### src/rtl/fp_pkg.sv
// Shared IEEE-754 single-precision field layout, constants and divider state type.
package fp_pkg;

   localparam int unsigned EXP_W  = 8;
   localparam int unsigned FRAC_W = 23;
   localparam int unsigned BIAS   = 127;

   localparam logic [31:0] QNAN    = 32'h7FC0_0000;
   localparam logic [31:0] POS_INF = 32'h7F80_0000;
   localparam logic [31:0] NEG_INF = 32'hFF80_0000;

   typedef enum logic [1:0] {IDLE, DIV, NORM, DONE} state_t;

endpackage

### src/rtl/fp_classify.sv
// Combinational operand classifier; exponent 0 is treated as zero (denormals flushed).
module fp_classify
   import fp_pkg::*;
(
   input  logic [31:0]     op,
   output logic            is_zero,
   output logic            is_inf,
   output logic            is_nan,
   output logic [FRAC_W:0] sig
);

   logic [EXP_W-1:0]  exp_f;
   logic [FRAC_W-1:0] frac_f;

   always_comb begin
      exp_f   = op[30:23];
      frac_f  = op[22:0];
      is_zero = (exp_f == '0);
      is_inf  = (exp_f == '1) && (frac_f == '0);
      is_nan  = (exp_f == '1) && (frac_f != '0);
      sig     = {~is_zero, frac_f};
   end

endmodule

### src/rtl/fp_divider.sv
// Sequential single-precision divider, radix-2 restoring, one quotient bit per clock.
// Define FP_DIV_ROUND_NEAREST_EN for round-to-nearest-even; default build truncates.
module fp_divider
   import fp_pkg::*;
#(
   parameter int unsigned QBITS = 26
) (
   input  logic        clk,
   input  logic        rst,
   input  logic        start,
   input  logic [31:0] a,
   input  logic [31:0] b,
   output logic        busy,
   output logic        done,
   output logic [31:0] result
);

   localparam int unsigned CNT_W = $clog2(QBITS + 1);

   state_t             state_q, state_d;
   logic [CNT_W-1:0]   cnt_q, cnt_d;
   logic [31:0]        a_q, a_d, b_q, b_d;
   logic [24:0]        rem_q, rem_d;
   logic [QBITS-1:0]   quo_q, quo_d;
   logic [31:0]        result_q, result_d;

   logic               a_zero, a_inf, a_nan, b_zero, b_inf, b_nan;
   logic [FRAC_W:0]    sig_a, sig_b;

   logic [24:0]        rem_cur, rem_sel, rem_nxt;
   logic [25:0]        diff;
   logic               q_bit;

   logic               sign;
   logic signed [9:0]  e;
   logic [31:0]        qx;
   logic [22:0]        frac;
   logic [31:0]        pack_res;
`ifdef FP_DIV_ROUND_NEAREST_EN
   logic               round_up;
   logic [24:0]        sum;
`else
   logic               trunc_unused;
`endif

   fp_classify u_cls_a (.op(a_q), .is_zero(a_zero), .is_inf(a_inf), .is_nan(a_nan), .sig(sig_a));
   fp_classify u_cls_b (.op(b_q), .is_zero(b_zero), .is_inf(b_inf), .is_nan(b_nan), .sig(sig_b));

   // The remainder is seeded from the latched dividend on the first DIV cycle.
   always_comb begin
      rem_cur = (cnt_q == CNT_W'(QBITS)) ? {1'b0, sig_a} : rem_q;
      diff    = {1'b0, rem_cur} - {2'b00, sig_b};
      q_bit   = ~diff[25];
      rem_sel = q_bit ? diff[24:0] : rem_cur;
      rem_nxt = {rem_sel[23:0], 1'b0};
   end

   always_comb begin
      sign = a_q[31] ^ b_q[31];
      e    = $signed({2'b00, a_q[30:23]} - {2'b00, b_q[30:23]} + 10'(BIAS));
      qx   = 32'(quo_q) << (32 - QBITS);
      frac = '0;
      if (!qx[31]) begin
         qx = qx << 1;
         e  = e - 10'sd1;
      end
`ifdef FP_DIV_ROUND_NEAREST_EN
      round_up = qx[7] & (qx[6] | (|qx[5:0]) | (|rem_q) | qx[8]);
      sum      = {1'b0, qx[31:8]} + 25'(round_up);
      if (sum[24]) begin
         frac = sum[23:1];
         e    = e + 10'sd1;
      end else begin
         frac = sum[22:0];
      end
`else
      frac         = qx[30:8];
      trunc_unused = ^qx[7:0];
`endif
      if (a_nan || b_nan || (a_zero && b_zero) || (a_inf && b_inf))
         pack_res = QNAN;
      else if (a_inf || b_zero)
         pack_res = sign ? NEG_INF : POS_INF;
      else if (a_zero || b_inf)
         pack_res = {sign, 31'b0};
      else if (e >= 10'sd255)
         pack_res = sign ? NEG_INF : POS_INF;
      else if (e <= 10'sd0)
         pack_res = {sign, 31'b0};
      else
         pack_res = {sign, e[7:0], frac};
   end

   // Counter reaching 0 costs one idle DIV cycle, keeping latency at QBITS+2.
   always_comb begin
      state_d  = state_q;
      cnt_d    = cnt_q;
      a_d      = a_q;
      b_d      = b_q;
      rem_d    = rem_q;
      quo_d    = quo_q;
      result_d = result_q;
      busy     = 1'b0;
      done     = 1'b0;
      case (state_q)
         IDLE: begin
            if (start) begin
               a_d     = a;
               b_d     = b;
               cnt_d   = CNT_W'(QBITS);
               rem_d   = '0;
               quo_d   = '0;
               state_d = DIV;
            end
         end
         DIV: begin
            busy = 1'b1;
            if (cnt_q == '0) begin
               state_d = NORM;
            end else begin
               quo_d = {quo_q[QBITS-2:0], q_bit};
               rem_d = rem_nxt;
               cnt_d = cnt_q - CNT_W'(1);
            end
         end
         NORM: begin
            busy     = 1'b1;
            result_d = pack_res;
            state_d  = DONE;
         end
         DONE: begin
            done    = 1'b1;
            state_d = IDLE;
         end
         default: state_d = IDLE;
      endcase
   end

   always_ff @(posedge clk) begin
      if (rst) begin
         state_q  <= IDLE;
         cnt_q    <= '0;
         a_q      <= '0;
         b_q      <= '0;
         rem_q    <= '0;
         quo_q    <= '0;
         result_q <= '0;
      end else begin
         state_q  <= state_d;
         cnt_q    <= cnt_d;
         a_q      <= a_d;
         b_q      <= b_d;
         rem_q    <= rem_d;
         quo_q    <= quo_d;
         result_q <= result_d;
      end
   end

   assign result = result_q;

endmodule

### config.mk
export PLATFORM = sky130hd
export DESIGN_NAME = fp_divider
export DESIGN_NICKNAME = d
export VERILOG_FILES = /design/src/rtl/fp_pkg.sv /design/src/rtl/fp_classify.sv /design/src/rtl/fp_divider.sv
export SDC_FILE = /design/constraint.sdc
export NUM_CORES = 1
export LEC_CHECK = 0
export ABC_AREA = 1
export BUFFER_PORTS_ARGS = -buffer_cell sky130_fd_sc_hd__buf_4
export CELL_PAD_IN_SITES_DETAIL_PLACEMENT = 0
export CELL_PAD_IN_SITES_GLOBAL_PLACEMENT = 2
export CORE_AREA = 5 5 168 170
export CTS_BUF_LIST = sky130_fd_sc_hd__clkbuf_2
export DETAILED_ROUTE_END_ITERATION = 10
export DIE_AREA = 0 0 173 175
export PLACE_DENSITY = 0.92
export SLEW_MARGIN = 5
export SYNTH_ARGS = -nofsm -noshare
export SYNTH_HDL_FRONTEND = slang
export SYNTH_SLANG_ARGS = --single-unit
export TNS_END_PERCENT = 50
### constraint.sdc
create_clock -name clk -period 4.1 [get_ports clk]
set_input_delay 0.41 -clock clk [delete_from_list [all_inputs] [get_ports clk]]
set_output_delay 0.41 -clock clk [all_outputs]
set_load 0.005 [all_outputs]
==> metrics, run 1 <==
htree depth 4; CP arrival 4.27 ns; clk sinks 153; Least-Margin Pin Slew 1.08 ns; Via Count 8431; logic gate share of total power 58.4%; worst hold path type input pin to flip-flop; syn_area_per_cell 6.97 um^2; Worst EP required 4.74 ns; Power Internal 3.24 mW; synth cell count leaders 273 x nand2_1, 153 x dfxtp_1, 143 x a21oi_1, 133 x o21ai_0, 118 x inv_1; worst skew pair latency 0.73 ns; worst slack at placement 0.404 ns; slew margin rel. 27.8%; layer with the highest usage met2; most frequent cell after synthesis nand2_1; initial antenna violation count 1; Final Util 40.6%; CP Class flip-flop to flip-flop; Pleak 4.56 nW; largest net degree at the start of global routing 89; final worst setup slack 0.478 ns; Routability Congestion 0.832; die width 173 um; YS warnings 0; Routed Antenna Nets 0; Net Count, Synth 1386; Synth area leaders dfxtp_1 34%, nand2_1 12%, a21oi_1 8.1%, o21ai_0 7.5%, ha_1 5.9%; average wire per standard cell 13.4 um; drc violations 0; Post-DP HPWL 17.2 mm; Slew Viols, Final 0; global-route wire length before repair 39.1 mm; core area 26600 um^2; highest clock rate 276 MHz; CTS tree done; final hold vios 0; cell taking the most area after synthesis dfxtp_1; Worst-path clk slew 0.24 ns; die area 30300 um^2; DRT iter0 DRCs 405; max cap viols 0; Port Buffers 100; Root Driver clkbuf_2; Final Instance Area 10800 um^2; WHS 0.142 ns; GRT overflow 0; Top FF cell, synth dfxtp_1; num rows 60; Synth top area share 34.5%; IO Count 101; Sw Pwr 3.34 mW; initial core utilization 33.4%; Seq/Total Area, Yosys 34.5%; VDD IR-drop max 286 uV; Synth cell types 42; power density over cell area 611 nW/um^2; final setup fails 0; status complete, no violations; Total Routing Usage GR 15.4%; Die Ht 175 um; layout cell share with drive strength beyond 1 16.1%; met3 Track Usage GR 2.92%; EDFF count, synth 0; sequential share of power 28.2%; Max FO, Critical Path 48; Mapped Area 8890 um^2; switch share 50.8%; RSZ-0062 raised after global routing false; TNS Setup 0 ns; final WL 23.6 mm; Area after DPL 9880 um^2; flop and latch count out of synthesis 153; Tcrit/Tclk final 88.4%; Layout area overhead 21.3%; power share of the clock group 13.4%; DRT Pass-1 Iters 7; nets 1517; vias per cell 4.79; final period demand of the worst path 3.62 ns; TritonCTS Buffers 17; met1 GRT Util 19.2%; M2 GR Usage 27.7%; crit path launch type flip-flop; worst clock skew 0.0403 ns; Async SR Flop Fraction 0%; postcts setup bufs 0; CTS Buffer Depth 2; crit end category flip-flop; vias in the first global route 8032; Post-Synthesis Cells 1275
==> placed cells by master, fill, tap and decap left out, types with 10 or more instances in the layout <==
| master | instances |
|---|---|
| nand2_1 | 271 |
| dfxtp_1 | 153 |
| a21oi_1 | 143 |
| o21ai_0 | 133 |
| inv_1 | 117 |
| buf_4 | 110 |
| nor2_1 | 93 |
| dlygate4sd3_1 | 65 |
| nand3_1 | 56 |
| ha_1 | 42 |
| a22oi_1 | 26 |
| nand3_2 | 26 |
| a21oi_2 | 21 |
| nand4_1 | 19 |
| clkbuf_2 | 18 |
| xor2_1 | 15 |
| nand2_2 | 14 |
| inv_2 | 12 |
| xnor2_1 | 11 |
| o211ai_1 | 10 |
==> worst max-delay path, stage by stage, from the launching register on <==
cell and delay, ns:
dfxtp_1 0.37, inv_1 0.11, ha_1 0.15, nand4_1 0.16, buf_12 0.23, o21ai_0 0.32, ha_1 0.33, inv_1 0.09
o21ai_0 0.14, a21oi_1 0.24, o21ai_1 0.11, nand2_1 0.06, nand3_1 0.12, nand3_1 0.09, nand2_1 0.09, nand2_1 0.13
nand2_2 0.20, buf_4 0.24, a21oi_1 0.12, o21ai_0 0.11, a21oi_1 0.13
==> cells by family after synthesis <==
logic type / count (synthesis) / synth area share, %
compound gates: 349 / 22.0
xor+xnor: 26 / 2.56
fa+ha+maj: 44 / 6.36
buf+inv: 195 / 8.83
flops: 153 / 34.5
simple gates: 508 / 25.7
==> flip-flops by register name, indices dropped and copies added (netlist names) <==
name and flops:
a_q 32, b_q 32, result 32, quo_q 26, rem_q 24, cnt_q 5, state_q 2
==> layout make-up <==
| cell class | instances | area [um^2] |
|---|---|---|
| antenna | 1 | 2.50 |
| sequential | 153 | 3060 |
| tap | 341 | 427 |
| clock buffer | 18 | 90.1 |
| multi-input combinational | 927 | 5060 |
| clock inverter | 14 | 155 |
| fill | 2812 | 15800 |
| inverter | 131 | 492 |
| timing repair buffer | 176 | 1500 |
==> path summary, 6_finish.rpt <==
path         cells past startpoint  slack (ns)  startpoint    endpoint
max reg2reg                     20        0.48    cnt_q[0]    rem_q[2]
min                              5        0.14       start  state_q[1]
min reg2reg                      2        0.48   rem_q[21]   rem_q[21]
max                             20        0.48    cnt_q[0]    rem_q[2]
==> power by group through the flow <==
stage	Sequential, mW	Combinational (mW)	Clock [mW]
after floorplan	1.86	3.09	0
after global placement	1.88	3.84	0
after detailed placement	1.89	3.83	0
after CTS	1.86	3.90	0.925
after global routing	1.88	4.40	0.995
final	1.86	3.85	0.882
==> through the flow <==
stage          std cells  power (mW)
3_5_place_dp        1663        5.72
2_1_floorplan       1275        4.95
3_3_place_gp        1663        5.72
5_1_grt             1761        7.28
4_1_cts             1760        6.68
6_report            1761        6.59
==> repair_timing <==
item | CTS | global route
hold endpoints to repair | 85 | 0
endpoints found under the setup margin | 0 | 4
resized for setup | 0 | 1
hold buffers | 65 | 0
==> metal layers <==
layer	wire length [um]	share of wire (%)
met4	306	1.3
met2	11500	49
met1	10900	46
met5	0	0
met3	866	3.7
(Power assumes the default switching activity.)
==> run 2: changes to the inputs <==
--- a/config.mk
+++ b/config.mk
@@ -14,6 +14,7 @@
 export DETAILED_ROUTE_END_ITERATION = 10
 export DIE_AREA = 0 0 173 175
 export PLACE_DENSITY = 0.92
+export SETUP_SLACK_MARGIN = 0.2
 export SLEW_MARGIN = 5
 export SYNTH_ARGS = -nofsm -noshare
 export SYNTH_HDL_FRONTEND = slang
==> constraint.sdc (replaced) <==
create_clock -name clk -period 4.1 [get_ports clk]
set_input_delay 0.205 -clock clk [delete_from_list [all_inputs] [get_ports clk]]
set_output_delay 0.205 -clock clk [all_outputs]
set_load 0.005 [all_outputs]
==> metrics, run 2 (synthesis gave the netlist of run 1 again) <==
power density over cell area 606 nW/um^2; Die Ht 175 um; worst clock skew 0.0416 ns; status complete, no violations; Critical Path Slowest Stage Cell dfxtp_1; Total Routing Usage GR 15.6%; core area 26600 um^2; final setup fails 0; Port Buffers 100; crit end category flip-flop; worst hold path type input pin to flip-flop; final WL 23.9 mm; max cap viols 0; IO Count 101; DRT Pass-1 Iters 5; Worst EP required 4.76 ns; die area 30300 um^2; CP arrival 4.22 ns; vias per cell 4.77; Root Driver clkbuf_2; FF+latch area 3060 um^2; Slew Viols, Final 0; Crit path largest cell delay 0.37 ns; Routability Congestion 0.832; crit path launch type flip-flop; most frequent cells in the layout 271 x nand2_1, 153 x dfxtp_1, 143 x a21oi_1, 133 x o21ai_0, 117 x inv_1; vias in the first global route 8177; initial antenna violation count 1; GRT overflow 0; DRT iter0 DRCs 424; final hold vios 0; VDD IR-drop max 288 uV; nets 1537; Worst-path clk slew 0.27 ns; worst skew pair latency 0.75 ns; htree depth 4; Fill cells 2795; num rows 60; clk sinks 153; Via Count 8498; area of the multi-input gates 5060 um^2; TritonCTS Buffers 17; initial core utilization 33.4%; Tcrit/Tclk final 86.7%; Post-DP HPWL 17.2 mm; final period demand of the worst path 3.55 ns; RSZ-0062 raised after global routing false; CP Class flip-flop to flip-flop; Max FO, Critical Path 48; commonest non-fill, non-tap cell in the layout nand2_1; die width 173 um; worst path cell trace inv_1, ha_1, nand4_1, buf_12, o21ai_0, ha_1, inv_1, o21ai_0, a21oi_1, o21ai_1, nand2_1, nand3_1, nand3_1, nand2_1, nand2_1, nand2_4, buf_4, a21oi_1, o21ai_0, a21oi_1; CTS Buffer Depth 2; highest clock rate 281 MHz; Final Util 41.4%; WHS 0.238 ns; Routed Antenna Nets 0; global-route wire length before repair 39.7 mm; largest net degree at the start of global routing 89; average wire per standard cell 13.4 um; Least-Margin Pin Slew 1.08 ns; TNS Setup 0 ns; CTS tree done; layout cell share with drive strength beyond 1 15.8%; slew margin rel. 28.0%; postcts setup bufs 0; Pleak 4.68 nW; drc violations 0; Layout area overhead 23.6%
-- run 2: final timing paths --
check                               start         to  slack, ns  cells past startpoint
worst max-delay path             cnt_q[0]   rem_q[2]       0.55                     20
worst min-delay path                 a[3]     a_q[3]       0.24                      4
worst max register to register   cnt_q[0]   rem_q[2]       0.55                     20
worst min register to register  rem_q[23]  rem_q[23]       0.48                      2
-- run 2: per-layer routing --
metal  global-route usage (%)  share of wire [%]
met2                     28.1                 49
met5                        0                  0
met1                     19.4                 46
met3                     2.94                3.6
met4                     3.66                1.2
-- run 2: repair_timing --
action                     4_1_cts  5_1_grt
resized for setup                0        2
hold endpoints to repair        89        0
setup endpoints to repair        0       23
hold buffers                    85        0
-- run 2: cell type report --
type                            instances  share of cell area, %
Clock buffer                           18                  0.820
Clock inverter                         14                   1.41
Timing Repair Buffer                  196                   15.4
Antenna cell                            1                 0.0228
Multi-Input combinational cell        927                   46.1
Tap cell                              341                   3.88
Sequential cell                       153                   27.9
Inverter                              131                   4.47
-- run 2: per-stage QoR --
stage	power (mW)	worst slack (ns)	instance area [um^2]	cells
floorplan	4.95	0.701	8890	1275
global placement	5.72	0.460	9880	1663
detailed placement	5.72	0.404	9880	1663
CTS	6.75	0.360	11000	1780
global route	7.36	0.249	11000	1781
finish	6.66	0.546	11000	1781
-- run 2: power by group --
| group | leakage, nW | switching (mW) | total, mW | internal, mW |
|---|---|---|---|---|
| logic | 3.28 | 2.60 | 3.92 | 1.32 |
| registers | 1.25 | 0.126 | 1.86 | 1.73 |
| clock network | 0.148 | 0.633 | 0.884 | 0.251 |
-- run 2: worst max-delay path: cells and delay by family, from the launching register on --
family          cells  cell delay (ns)
buf+inv             4             0.63
simple gates        7             0.81
fa+ha+maj           2             0.48
compound gates      7             1.16
flops               1             0.37
